===== src/rtl/ucarb_if.sv =====
// Literal/implication bus between the unit-clause arbiter, the BCP PEs and the decider.
// The master side is the arbiter; the slave side is the PE array plus decider.
interface ucarb_if #(
  parameter int NUM_PE = 4,
  parameter int LIT_W  = 8
);
  logic [NUM_PE-1:0]       bcp_imply_valid;
  logic [NUM_PE*LIT_W-1:0] bcp_imply_lit;
  logic [NUM_PE-1:0]       bcp_conflict;
  logic [NUM_PE-1:0]       bcp_newLitAccept;
  logic signed [LIT_W-1:0] ucarb2bcp_newLit;
  logic                    ucarb2bcp_newLitValid;
  logic                    bcp_halt;
  logic signed [LIT_W-1:0] dec_lit;
  logic                    dec_valid;
  logic                    dec_ready;
  logic                    conflict;
  logic                    clear_conflict;
  logic                    overflow;
  logic                    quiescent;

  modport master (
    input  bcp_imply_valid, bcp_imply_lit, bcp_conflict, bcp_newLitAccept,
    input  dec_lit, dec_valid, clear_conflict,
    output ucarb2bcp_newLit, ucarb2bcp_newLitValid, bcp_halt,
    output dec_ready, conflict, overflow, quiescent
  );

  modport slave (
    output bcp_imply_valid, bcp_imply_lit, bcp_conflict, bcp_newLitAccept,
    output dec_lit, dec_valid, clear_conflict,
    input  ucarb2bcp_newLit, ucarb2bcp_newLitValid, bcp_halt,
    input  dec_ready, conflict, overflow, quiescent
  );
endinterface


===== src/rtl/ucarb.sv =====
// Unit-clause arbiter: captures per-PE implications, serialises them through a
// deduplicating queue and broadcasts the head to all PEs; tracks sticky conflict.
module ucarb #(
  parameter int NUM_PE = 4,
  parameter int LIT_W  = 8,
  parameter int DEPTH  = 16
) (
  input  logic    clk,
  input  logic    rst_n,
  ucarb_if.master bus
);

  localparam int AW = $clog2(DEPTH);
  localparam int PW = (NUM_PE > 1) ? $clog2(NUM_PE) : 1;

  typedef logic signed [LIT_W-1:0] lit_t;
  typedef logic [AW-1:0]           ptr_t;
  typedef logic [AW:0]             cnt_t;
  typedef logic [PW-1:0]           pe_t;

  localparam cnt_t FULL_LVL = cnt_t'(DEPTH);
  localparam cnt_t HALT_LVL = cnt_t'(DEPTH - NUM_PE);

  function automatic lit_t negate(input lit_t l);
    return -l;
  endfunction

  function automatic pe_t rr_after(input pe_t w);
    return pe_t'((int'(w) + 1) % NUM_PE);
  endfunction

  // Control state (reset) and data storage (not reset)
  logic [NUM_PE-1:0] pend_vld_q, pend_vld_d;
  lit_t              pend_lit_q [NUM_PE];
  lit_t              pend_lit_d [NUM_PE];
  lit_t              ucq_q [DEPTH];
  ptr_t              rd_ptr_q, rd_ptr_d;
  ptr_t              wr_ptr_q, wr_ptr_d;
  cnt_t              cnt_q, cnt_d;
  logic [NUM_PE-1:0] acc_q, acc_d;
  pe_t               rr_q, rr_d;
  logic              conflict_q, conflict_d;
  logic              overflow_q, overflow_d;

  lit_t              imp_lit [NUM_PE];
  logic [DEPTH-1:0]  slot_vld;
  pe_t               scan_idx;
  pe_t               win;
  logic              win_vld;
  lit_t              win_lit;
  lit_t              neg_lit;
  logic              dup_hit;
  logic              comp_hit;
  logic              ucq_empty;
  logic              ucq_full;
  logic              nlv;
  logic              deliver;
  logic              quiescent;
  logic              drain;
  logic              drain_push;
  logic              comp_set;
  logic              dec_push;
  logic              push;
  lit_t              push_lit;
  logic              ovf_set;
  logic              conf_set;

  always_comb begin
    for (int i = 0; i < NUM_PE; i++) begin
      imp_lit[i] = bus.bcp_imply_lit[i*LIT_W +: LIT_W];
    end
  end

  // A slot is live when its distance from the read pointer is below the fill count.
  always_comb begin
    for (int j = 0; j < DEPTH; j++) begin
      slot_vld[j] = {1'b0, ptr_t'(ptr_t'(j) - rd_ptr_q)} < cnt_q;
    end
  end

  // Scanning downward leaves the first occupied entry at or after rr_q as winner.
  always_comb begin
    win_vld  = 1'b0;
    win      = '0;
    scan_idx = '0;
    for (int k = NUM_PE - 1; k >= 0; k--) begin
      scan_idx = pe_t'((int'(rr_q) + k) % NUM_PE);
      if (pend_vld_q[scan_idx]) begin
        win_vld = 1'b1;
        win     = scan_idx;
      end
    end
  end

  always_comb begin
    win_lit  = pend_lit_q[win];
    neg_lit  = negate(win_lit);
    dup_hit  = 1'b0;
    comp_hit = 1'b0;
    for (int j = 0; j < DEPTH; j++) begin
      if (slot_vld[j] && (ucq_q[j] == win_lit)) dup_hit  = 1'b1;
      if (slot_vld[j] && (ucq_q[j] == neg_lit)) comp_hit = 1'b1;
    end
  end

  assign ucq_empty  = (cnt_q == '0);
  assign ucq_full   = (cnt_q == FULL_LVL);
  assign nlv        = !ucq_empty && !conflict_q;
  assign deliver    = nlv && (&(acc_q | bus.bcp_newLitAccept));
  assign quiescent  = !(|pend_vld_q) && ucq_empty && !conflict_q;

  // A duplicate takes priority over a complement hit, so a repeated literal never conflicts.
  assign drain      = win_vld && !ucq_full && !conflict_q;
  assign drain_push = drain && !dup_hit && !comp_hit;
  assign comp_set   = drain && !dup_hit && comp_hit;
  assign dec_push   = bus.dec_valid && quiescent && (bus.dec_lit != '0);
  assign push       = drain_push || dec_push;
  assign push_lit   = dec_push ? bus.dec_lit : win_lit;
  assign conf_set   = (|bus.bcp_conflict) || comp_set;

  always_comb begin
    pend_vld_d = pend_vld_q;
    pend_lit_d = pend_lit_q;
    ovf_set    = 1'b0;
    if (conflict_q) begin
      pend_vld_d = '0;
    end else begin
      if (drain) pend_vld_d[win] = 1'b0;
      for (int i = 0; i < NUM_PE; i++) begin
        if (bus.bcp_imply_valid[i] && (imp_lit[i] != '0)) begin
          if (pend_vld_d[i]) begin
            ovf_set = 1'b1;
          end else begin
            pend_vld_d[i] = 1'b1;
            pend_lit_d[i] = imp_lit[i];
          end
        end
      end
    end
  end

  always_comb begin
    rd_ptr_d = rd_ptr_q;
    wr_ptr_d = wr_ptr_q;
    cnt_d    = cnt_q;
    acc_d    = acc_q;
    rr_d     = rr_q;
    if (conflict_q) begin
      rd_ptr_d = '0;
      wr_ptr_d = '0;
      cnt_d    = '0;
      acc_d    = '0;
    end else begin
      if (push)    wr_ptr_d = wr_ptr_q + 1'b1;
      if (deliver) rd_ptr_d = rd_ptr_q + 1'b1;
      cnt_d = cnt_q + cnt_t'(push) - cnt_t'(deliver);
      if (deliver)  acc_d = '0;
      else if (nlv) acc_d = acc_q | bus.bcp_newLitAccept;
      if (drain)    rr_d  = rr_after(win);
    end
  end

  always_comb begin
    conflict_d = conflict_q;
    overflow_d = overflow_q;
    if (conf_set)                conflict_d = 1'b1;
    else if (bus.clear_conflict) conflict_d = 1'b0;
    if (ovf_set)                 overflow_d = 1'b1;
    else if (bus.clear_conflict) overflow_d = 1'b0;
  end

  always_ff @(posedge clk or posedge rst_n) begin
    if (rst_n) begin
      pend_vld_q <= '0;
      rd_ptr_q   <= '0;
      wr_ptr_q   <= '0;
      cnt_q      <= '0;
      acc_q      <= '0;
      rr_q       <= '0;
      conflict_q <= 1'b0;
      overflow_q <= 1'b0;
    end else begin
      pend_vld_q <= pend_vld_d;
      rd_ptr_q   <= rd_ptr_d;
      wr_ptr_q   <= wr_ptr_d;
      cnt_q      <= cnt_d;
      acc_q      <= acc_d;
      rr_q       <= rr_d;
      conflict_q <= conflict_d;
      overflow_q <= overflow_d;
    end
  end

  always_ff @(posedge clk) begin
    pend_lit_q <= pend_lit_d;
    if (push) ucq_q[wr_ptr_q] <= push_lit;
  end

  assign bus.ucarb2bcp_newLitValid = nlv;
  assign bus.ucarb2bcp_newLit      = ucq_empty ? '0 : ucq_q[rd_ptr_q];
  assign bus.bcp_halt              = (cnt_q >= HALT_LVL) || conflict_q;
  assign bus.dec_ready             = quiescent;
  assign bus.quiescent             = quiescent;
  assign bus.conflict              = conflict_q;
  assign bus.overflow              = overflow_q;

endmodule


===== src/flat_wrapper.sv =====
// flat-port wrapper written by rule: the top's interface ports become plain ports
module ucarb_flat 
#(
  parameter int NUM_PE = 4,
  parameter int LIT_W  = 8,
  parameter int DEPTH  = 16
)
  (clk, rst_n, bus_bcp_imply_valid, bus_bcp_imply_lit, bus_bcp_conflict, bus_bcp_newLitAccept, bus_dec_lit, bus_dec_valid, bus_clear_conflict, bus_ucarb2bcp_newLit, bus_ucarb2bcp_newLitValid, bus_bcp_halt, bus_dec_ready, bus_conflict, bus_overflow, bus_quiescent);
  ucarb_if #(.NUM_PE(NUM_PE), .LIT_W(LIT_W)) bus_i ();
  input  logic clk;
  input  logic rst_n;
  input wire logic [$bits(bus_i.bcp_imply_valid)-1:0] bus_bcp_imply_valid;
  input wire logic [$bits(bus_i.bcp_imply_lit)-1:0] bus_bcp_imply_lit;
  input wire logic [$bits(bus_i.bcp_conflict)-1:0] bus_bcp_conflict;
  input wire logic [$bits(bus_i.bcp_newLitAccept)-1:0] bus_bcp_newLitAccept;
  input wire logic [$bits(bus_i.dec_lit)-1:0] bus_dec_lit;
  input wire logic [$bits(bus_i.dec_valid)-1:0] bus_dec_valid;
  input wire logic [$bits(bus_i.clear_conflict)-1:0] bus_clear_conflict;
  output wire logic [$bits(bus_i.ucarb2bcp_newLit)-1:0] bus_ucarb2bcp_newLit;
  output wire logic [$bits(bus_i.ucarb2bcp_newLitValid)-1:0] bus_ucarb2bcp_newLitValid;
  output wire logic [$bits(bus_i.bcp_halt)-1:0] bus_bcp_halt;
  output wire logic [$bits(bus_i.dec_ready)-1:0] bus_dec_ready;
  output wire logic [$bits(bus_i.conflict)-1:0] bus_conflict;
  output wire logic [$bits(bus_i.overflow)-1:0] bus_overflow;
  output wire logic [$bits(bus_i.quiescent)-1:0] bus_quiescent;
  assign bus_i.bcp_imply_valid = bus_bcp_imply_valid;
  assign bus_i.bcp_imply_lit = bus_bcp_imply_lit;
  assign bus_i.bcp_conflict = bus_bcp_conflict;
  assign bus_i.bcp_newLitAccept = bus_bcp_newLitAccept;
  assign bus_i.dec_lit = bus_dec_lit;
  assign bus_i.dec_valid = bus_dec_valid;
  assign bus_i.clear_conflict = bus_clear_conflict;
  assign bus_ucarb2bcp_newLit = bus_i.ucarb2bcp_newLit;
  assign bus_ucarb2bcp_newLitValid = bus_i.ucarb2bcp_newLitValid;
  assign bus_bcp_halt = bus_i.bcp_halt;
  assign bus_dec_ready = bus_i.dec_ready;
  assign bus_conflict = bus_i.conflict;
  assign bus_overflow = bus_i.overflow;
  assign bus_quiescent = bus_i.quiescent;
  ucarb #(.NUM_PE(NUM_PE), .LIT_W(LIT_W), .DEPTH(DEPTH)) u_core (.clk(clk), .rst_n(rst_n), .bus(bus_i));
endmodule

===== config.mk =====
export PLATFORM = sky130hd
export DESIGN_NAME = ucarb_flat
export DESIGN_NICKNAME = d
export VERILOG_FILES = /design/src/rtl/ucarb_if.sv /design/src/rtl/ucarb.sv /design/src/flat_wrapper.sv
export SDC_FILE = /design/constraint.sdc
export NUM_CORES = 1
export LEC_CHECK = 0
export CORE_MARGIN = 2
export CORE_UTILIZATION = 44
export DETAILED_ROUTE_END_ITERATION = 12
export HOLD_SLACK_MARGIN = 0.05
export PLACE_DENSITY_LB_ADDON = 0.15
export SYNTH_ARGS = -nofsm -noshare
export SYNTH_HDL_FRONTEND = slang
export SYNTH_SLANG_ARGS = --single-unit

===== constraint.sdc =====
create_clock -name clk -period 6.6 [get_ports clk]
set_clock_uncertainty 0.15 [all_clocks]
set_input_delay 0.66 -clock clk [delete_from_list [all_inputs] [get_ports clk]]
set_output_delay 0.66 -clock clk [all_outputs]
set_load 0.05 [all_outputs]

Yosys cells after proc, flatten, opt, wreduce, memory -nomap -nowiden

Memories as Yosys holds them, arrays and structs flattened.
Cells that the tools add are included.

Bitwise operators: 9
Shifts and indexed selects: 0
Divide/modulo/power cells: 0
Muxes and demuxes: 84
Multiply operators: 0
Add/subtract/negate cells: 25
Reductions and logical operators: 76
Equality and inequality tests: 33
Order comparisons: 24

Operators with widths:

| kind                | number |
|---|---|
| $eq 8x8->1          | 32 |
| $lt 4x5->1          | 16 |
| $mux 1              | 59 |
| $logic_and 1x1->1   | 48 |
| $mux 4              | 10 |
| $reduce_bool 8->1   | 5 |
| $mux 8              | 4 |
| $sub 4x4->4 const A | 8 |
| $bmux 8 s2          | 1 |
| $sub 3x4->4 const A | 4 |
| $lt 2x3->1 const B  | 5 |
| $reduce_and 3->1    | 4 |
| $add 4x1->4 const B | 2 |
| $bmux 1 s2          | 4 |
| $mux 2              | 4 |
| $neg 8->8           | 1 |
| $reduce_bool 2->1   | 4 |
| $reduce_or 4->1     | 2 |
| $sub 1x4->4 const A | 2 |
| $sub 2x4->4 const A | 2 |
| $logic_not 1->1     | 6 |
| $add 5x1->5         | 1 |
| $eq 5x5->1 const B  | 1 |
| $ge 5x4->1 const B  | 1 |
| other kinds (17)    | 25 |

Bits in latches: 0
ROM bits: 0
Word-level logic and storage cells: 264
Memory bits (writable): 128
Output and inout bits: 14
Memories kept: 1
Bits of input ports: 56
Flip-flop bits (word level): 57

Memories:

| name         | words | bits a word | rd ports | clocked after Yosys merged registers in | write ports | line        | source |
|---|---|---|---|---|---|---|---|
| u_core.ucq_q | 16    | 8           | 17       | 0                                       | 1           | ucarb.sv:36 | `lit_t ucq_q [DEPTH];` |

Logic depth before layout (Yosys ltp)

Depth in word-level cells: 36
Gate-level depth with buffers: 29
Gate-level depth less buffers: 24

Worst setup path before layout

No wires, ideal clock.

Path type: register to register
From: register u_core.pend_vld_q[2]
To: register u_core.cnt_q[4]
Setup time: 0.132 ns
Path slack: -0.299 ns
Path buffers: 4
Required time: 6.318 ns
Clock period less this slack: 6.899 ns
Stages on the path, launching flop included: 28
Arrival: 6.617 ns
Cells stage by stage: dfrtp_1 nor2b_1 a221oi_2 nor2_4 inv_2 mux2_2 clkbuf_1 buf_1 ha_1 buf_1 nand2_1 o22a_1 xnor3_1 nand2b_1 or4_1 or4b_1 o2111ai_1 nor4_2 a31oi_4 buf_6 inv_2 ha_1 fa_1 a21oi_1 nor2_1 nor2_1 xor2_1 nor2_1

Cells in the longest elaborated chain, start to end: 35
Elaborated cells between the ends (all ways): 133
Those cells by class: add/sub (3); eq/ne (32); mux (52); bitwise (1); reduce/logical (45)

Ends and longest elaborated chain:

| what                                                 | line                       | source |
|---|---|---|
| start, declared                                      | ucarb.sv:33                | `logic [NUM_PE-1:0] pend_vld_q, pend_vld_d;` |
| start signal, assigned                               | ucarb.sv:183               | `pend_vld_q <= pend_vld_d;` |
| $bmux 1 s2                                           | ucarb.sv:88                | `if (pend_vld_q[scan_idx]) begin` |
| $mux 1 (not written as such)                         | ucarb.sv:88                |  |
| $mux 2 (4 in a row)                                  | ucarb.sv:88                |  |
| $not 2->3 (not written as such)                      | ucarb.sv:96                | `win_lit = pend_lit_q[win];` |
| $bmux 8 s2                                           | ucarb.sv:96                |  |
| $mux 8 (not written as such) (2 in a row)            | ucarb.sv:96                |  |
| $neg 8->8 or $eq 8x8->1 (tied branches)              | ucarb.sv:25, ucarb.sv:101  |  |
| $eq 8x8->1 or $logic_and 1x1->1 (tied branches)      | ucarb.sv:102, ucarb.sv:101 |  |
| [... 16 more ...]                                    | --                         |  |
| $mux 1 or $logic_not 1->1 (tied branches)            | ucarb.sv:102, ucarb.sv:114 |  |
| $logic_not 1->1 or $logic_and 1x1->1 (tied branches) | ucarb.sv:114               | `assign drain_push = drain && !dup_hit && !comp_hit;` |
| $logic_and 1x1->1                                    | ucarb.sv:114               |  |
| $logic_or 1x1->1 *                                   | ucarb.sv:117               | `assign push = drain_push \|\| dec_push;` |
| $add 5x1->5 *                                        | ucarb.sv:156               | `cnt_d = cnt_q + cnt_t'(push) - cnt_t'(deliver);` |
| $sub 5x1->5 *                                        | ucarb.sv:156               |  |
| $mux 5 *                                             | ucarb.sv:148               | `if (conflict_q) begin` |
| named net u_core.cnt_d[4]                            | ucarb.sv:39                | `cnt_t cnt_q, cnt_d;` |
| end signal, assigned                                 | ucarb.sv:186               | `cnt_q <= cnt_d;` |
| end, declared                                        | ucarb.sv:39                |  |

The timed path passes the listed nets; every way through them passes the cells marked *. The select of a mux whose other input is x is not followed.
A chain may end at the register's enable or synchronous reset.

Worst setup path in the final report

From: register u_core.pend_vld_q[2]
To: memory u_core.ucq_q[0][2] in the netlist's numbering, enable pin

Cells in the longest elaborated chain, start to end: 34
Elaborated cells between the ends (all ways): 132
Those cells by class: add/sub (1); eq/ne (32); mux (53); bitwise (1); reduce/logical (45)

Ends and longest elaborated chain:

| what                                                 | line                       | source |
|---|---|---|
| $bmux 1 s2                                           | ucarb.sv:88                |  |
| $mux 1 (not written as such)                         | ucarb.sv:88                |  |
| $mux 2 (4 in a row)                                  | ucarb.sv:88                |  |
| $not 2->3 (not written as such)                      | ucarb.sv:96                |  |
| $bmux 8 s2                                           | ucarb.sv:96                |  |
| $mux 8 (not written as such) (2 in a row)            | ucarb.sv:96                |  |
| $neg 8->8 or $eq 8x8->1 (tied branches)              | ucarb.sv:25, ucarb.sv:101  |  |
| $eq 8x8->1 or $logic_and 1x1->1 (tied branches)      | ucarb.sv:102, ucarb.sv:101 |  |
| $logic_and 1x1->1 or $mux 1 (tied branches)          | ucarb.sv:102, ucarb.sv:101 |  |
| $mux 1, on equally long branches (15 in a row)       | ucarb.sv:102, ucarb.sv:101 |  |
| $mux 1 or $logic_not 1->1 (tied branches)            | ucarb.sv:102, ucarb.sv:114 |  |
| $logic_not 1->1 or $logic_and 1x1->1 (tied branches) | ucarb.sv:114               |  |
| $logic_and 1x1->1                                    | ucarb.sv:114               |  |
| $logic_or 1x1->1 *                                   | ucarb.sv:117               |  |
| $mux 1 *                                             | ucarb.sv:196               | `if (push) ucq_q[wr_ptr_q] <= push_lit;` |
| $mux 1 (not written as such) *                       | ucarb.sv:196               |  |
| end, declared                                        | ucarb.sv:36                |  |

Mark *: on every way between the ends. The rest lies on a longest branch, timed or not. The select of a mux whose other input is x is not followed.

==> summary by stage <==
Final layout
The post-layout net count is 1267. The final-layout fill cell count is roughly 2500. In the final layout, the share of cells above drive strength 1 is 0.137. The count of antenna diodes in the layout is 0. After routing the design area is 0.0148 mm2. The sequential cells in the finished layout cover a total of 0.00543 mm2. The area occupied by multi-input gates is ~0.007 mm2. Relative to the synthesized area, the layout overhead comes to 15.8%.

Global routing
The number of global-route vias before repair is approximately 9100. The number of antenna violations at the first check in global routing is 0. Entering global routing, the biggest net connects 36 pins.

The global routing usage summed across all routing layers is 0.273. The total congestion overflow after global routing is 0. The first global-routing pass estimated about 60 mm of wire.

Synthesis
The flop and latch count out of synthesis is between 150 and 200. The most used flip-flop cell after synthesis is sky130_fd_sc_hd__edfxtp_1. Counting flops with a built-in enable in the synthesized netlist gives 160. Dividing the synthesized area by the synthesized cell count gives about 12 um2. Of the synthesized area, sequential elements account for 0.425. The total nets after synthesis is between 1000 and 1500. In this run the cell area of the synthesized design comes to about 0.013 mm2.

In this run, distinct cell masters in the synthesized netlist total 80. The count of synthesis-stage warnings from yosys is 0. The share of synthesized flip-flops with an asynchronous set or reset is 0.135. The synthesized netlist cell count is 1072.

Worst setup path
Along the worst path, the maximum fanout reaches 18. The largest stage delay on the critical path is roughly 0.9 ns. The cell class contributing the biggest share of worst-path delay is simple AND/OR/NAND/NOR gates.

The kind of end point of the critical path is a register. The required time at the endpoint of the critical path is approximately 6.5 ns. The slowest stage of the critical path belongs to the cell sky130_fd_sc_hd__nor4b_2.

Data arrives at the worst endpoint at 6.10 ns. Traced cell by cell, the critical path runs through nor2b_1 -> a221oi_2 -> nor2_4 -> inv_2 -> a211o_1 -> nand2_1 -> ha_1 -> nand2_1 -> o22a_1 -> nor3_4 -> xnor3_1 -> and3_1 -> a31oi_1 -> o2111ai_1 -> nor4_2 -> a31oi_4 -> buf_4 -> nor4b_2. The number of buffers and inverters on the critical path is 2. STA classifies the critical path startpoint as a register. The category of the critical setup timing path is reg2reg.

The most repeated library cell on the critical path is sky130_fd_sc_hd__nand2_1.

Place
The number of input and output port buffers inserted is roughly 70. The routability congestion estimate is 0.992. The pre-CTS setup slack is about 0.38 ns. Detailed placement finished with a half-perimeter wire length of approximately 32 mm.

After detailed placement, the total cell area comes to 0.0142 mm2.

Floorplan
The die area is 0.0304 mm2. For this configuration, the core starts out at a cell density of 0.446. The core region area is 0.0286 mm2. In this run the count of I/O pins placed on the die edge is 70. The die is around 170 um wide.

The die span in y is around 170 um. Row generation in the floorplan step produced 62 rows.

Timing
The worst-margin pin slew is 1.21 ns. The share of the clock period used by the worst path is 0.940. Measured against its own limit, the worst slew margin works out to 0.185. The final worst-path setup slack is between 0.3 and 0.4 ns. The final critical-path required period is 6.20 ns.

The maximum clock frequency is 161 MHz. Setup repair after global routing left no endpoint under its margin. The number of failing hold endpoints at the final stage is 0.

The number of slew-limit violations in the final report was 0. Summed over all failing endpoints, the final setup total negative slack is 0 ns. The total setup violations reported at the end of the flow is 0.

Detailed routing
The average via count per standard cell is 6.05. Dividing the detail-routed wire length by the instance count gives between 20 and 30 um. The count of unresolved DRC violations after routing is 0. The iteration-0 DRC count of the detailed router is approximately 1000. The total vias in the final route is roughly 9400. The detail route stage leaves a number of antenna-violating nets equal to 0. The total wire length after detailed routing is between 40 and 50 mm.

For this run, the detailed router's first-pass iteration total came to 6.

CTS
The number of clock buffers inserted by TritonCTS is 17. In this run, post-CTS hold repair placed 0 buffers. The longest clock path from root to sink contains 2 buffers. The CTS sink count is roughly 190. The quantity of gates resized following cts is 0. The H-tree was split into 4 levels. For the worst-skew pair, the clock arrives at the later sink with an insertion delay of 0.44 ns. TritonCTS built the clock tree. The buffer cell driving the clock tree root is sky130_fd_sc_hd__clkbuf_16.

The post-CTS setup buffer count is 0. The clock edge transition at the registers on the reported setup and hold paths is 0.08 ns.

Pwr
The power density over cell area is around 170 mW/mm2. The maximum ir drop on the vdd rail is approximately 0.15 mV. Summed over all cells, the static leakage comes to ~5.2 nW.

Outcome
The run finished with clean final reports.

Flow run
The number of maximum-capacitance violations is 0.

Min path
The path type of the worst min-delay path is reg2reg.
## worst register-to-register path: stages (launching register included)
cell and delay [ns]:
sky130_fd_sc_hd__dfrtp_1 0.46, sky130_fd_sc_hd__nor2b_1 0.30, sky130_fd_sc_hd__a221oi_2 0.16, sky130_fd_sc_hd__nor2_4 0.23, sky130_fd_sc_hd__inv_2 0.16, sky130_fd_sc_hd__a211o_1 0.39, sky130_fd_sc_hd__nand2_1 0.11, sky130_fd_sc_hd__ha_1 0.18
sky130_fd_sc_hd__nand2_1 0.06, sky130_fd_sc_hd__o22a_1 0.27, sky130_fd_sc_hd__nor3_4 0.64, sky130_fd_sc_hd__xnor3_1 0.32, sky130_fd_sc_hd__and3_1 0.19, sky130_fd_sc_hd__a31oi_1 0.28, sky130_fd_sc_hd__o2111ai_1 0.18, sky130_fd_sc_hd__nor4_2 0.43
sky130_fd_sc_hd__a31oi_4 0.16, sky130_fd_sc_hd__buf_4 0.25, sky130_fd_sc_hd__nor4b_2 0.91
## final timing paths
kind                            cells past startpoint  slack [ns]                 end            startpoint
worst max-delay path                               18        0.40  u_core.ucq_q[0][2]  u_core.pend_vld_q[2]
worst min-delay path                                2        0.35     u_core.acc_q[0]       u_core.acc_q[0]
worst max register to register                     18        0.40  u_core.ucq_q[0][2]  u_core.pend_vld_q[2]
worst min register to register                      2        0.35     u_core.acc_q[0]       u_core.acc_q[0]
max in group asynchronous                           3        5.55  u_core.rd_ptr_q[0]                 rst_n
min in group asynchronous                           3        0.44     u_core.cnt_q[2]                 rst_n
## cells by family after synthesis
group,after synthesis,synth area share
adders and majority gates,53,0.0525
muxes,64,0.0901
and+or+nand+nor,287,0.125
AOI/OAI and AO/OA,160,0.0855
DFF,185,0.425
xor gates and xnor gates,221,0.188
buffers and inverters,102,0.0332
## metal layers
layer	track usage	up-vias	wire length (um)
met5	0	-	0
met4	0.0746	0	861
met3	0.0529	50	3400
met2	0.424	455	18700
met1	0.393	4713	17900
li1	-	4190	-
## cell type report
class                   instances  share of cell area
clock inverters                12             0.00812
multi-input cells             785               0.473
clock buffers                  20              0.0324
repair buffers                125              0.0751
inverters                      44              0.0112
well taps                     384              0.0325
flip-flops and latches        185               0.367
## metrics by stage
step | utilization | instances | total power [mW] | hold slack [ns]
after floorplan | - | 1072 | 1.43 | 0.313
after global placement | 0.495 | 1523 | 1.52 | 0.324
after detailed placement | 0.495 | 1523 | 1.52 | 0.335
after CTS | 0.516 | 1555 | 2.57 | 0.355
after global routing | 0.517 | 1555 | 2.63 | 0.366
final | 0.517 | 1555 | 2.56 | 0.352
## sequential cells by signal, summed over array words and instances (netlist names)
register	cells
u_core.ucq_q	128
u_core.pend_lit_q	32
u_core.cnt_q	5
u_core.acc_q	4
u_core.pend_vld_q	4
u_core.rd_ptr_q	4
u_core.wr_ptr_q	4
u_core.rr_q	2
u_core.bus.conflict	1
u_core.bus.overflow	1
## where the power goes
| part | leakage (nW) | internal, mW | switching (mW) | total (mW) |
|---|---|---|---|---|
| Combinational | 3.15 | 0.103 | 0.123 | 0.226 |
| Clock | 0.297 | 0.549 | 0.511 | 1.06 |
| Sequential | 1.78 | 1.27 | 0.00262 | 1.27 |
| Total | 5.23 | 1.92 | 0.637 | 2.56 |
## cell usage in the layout, fill, tap and decap left out, types with 18 or more instances in the layout
cell type	n
sky130_fd_sc_hd__mux4_2	40
sky130_fd_sc_hd__buf_4	56
sky130_fd_sc_hd__xor2_1	47
sky130_fd_sc_hd__clkbuf_16	19
sky130_fd_sc_hd__nand2_1	48
sky130_fd_sc_hd__a21oi_1	34
sky130_fd_sc_hd__nor3_1	29
sky130_fd_sc_hd__nor4_1	18
sky130_fd_sc_hd__xnor3_1	32
sky130_fd_sc_hd__xnor2_1	139
sky130_fd_sc_hd__edfxtp_1	160
sky130_fd_sc_hd__inv_1	40
sky130_fd_sc_hd__nand3_1	33
sky130_fd_sc_hd__o21ai_0	34
sky130_fd_sc_hd__dfrtp_1	24
sky130_fd_sc_hd__ha_1	52
sky130_fd_sc_hd__nor2_1	49
sky130_fd_sc_hd__clkdlybuf4s50_1	69
## cell usage after synthesis, types with 7 or more instances
library cell / count / share of area
sky130_fd_sc_hd__o211ai_1: 8 / 0.0047
sky130_fd_sc_hd__inv_1: 40 / 0.012
sky130_fd_sc_hd__nor2_1: 50 / 0.015
sky130_fd_sc_hd__nor4b_1: 9 / 0.0062
sky130_fd_sc_hd__a21oi_1: 34 / 0.013
sky130_fd_sc_hd__a211oi_1: 9 / 0.0053
sky130_fd_sc_hd__mux4_2: 40 / 0.071
sky130_fd_sc_hd__xnor3_1: 32 / 0.056
sky130_fd_sc_hd__or4_1: 14 / 0.0082
sky130_fd_sc_hd__mux2_2: 7 / 0.0062
sky130_fd_sc_hd__buf_2: 18 / 0.0071
sky130_fd_sc_hd__nand2_1: 48 / 0.014
sky130_fd_sc_hd__dfrtp_1: 25 / 0.049
sky130_fd_sc_hd__xor2_1: 47 / 0.032
sky130_fd_sc_hd__ha_1: 52 / 0.051
sky130_fd_sc_hd__and2_1: 12 / 0.0059
sky130_fd_sc_hd__nor2b_1: 7 / 0.0034
sky130_fd_sc_hd__edfxtp_1: 160 / 0.38
sky130_fd_sc_hd__xnor2_1: 139 / 0.095
sky130_fd_sc_hd__a21o_1: 12 / 0.0071
sky130_fd_sc_hd__o21ai_0: 41 / 0.016
sky130_fd_sc_hd__nor3_1: 29 / 0.011
sky130_fd_sc_hd__nand3_1: 33 / 0.013
sky130_fd_sc_hd__nor4_1: 19 / 0.0093
sky130_fd_sc_hd__buf_1: 11 / 0.0032
sky130_fd_sc_hd__mux2i_1: 16 / 0.013
sky130_fd_sc_hd__nand4_1: 17 / 0.0083
sky130_fd_sc_hd__clkbuf_1: 26 / 0.0076
sky130_fd_sc_hd__and3_1: 7 / 0.0034
No activity file was read; power rests on OpenSTA's default activity.
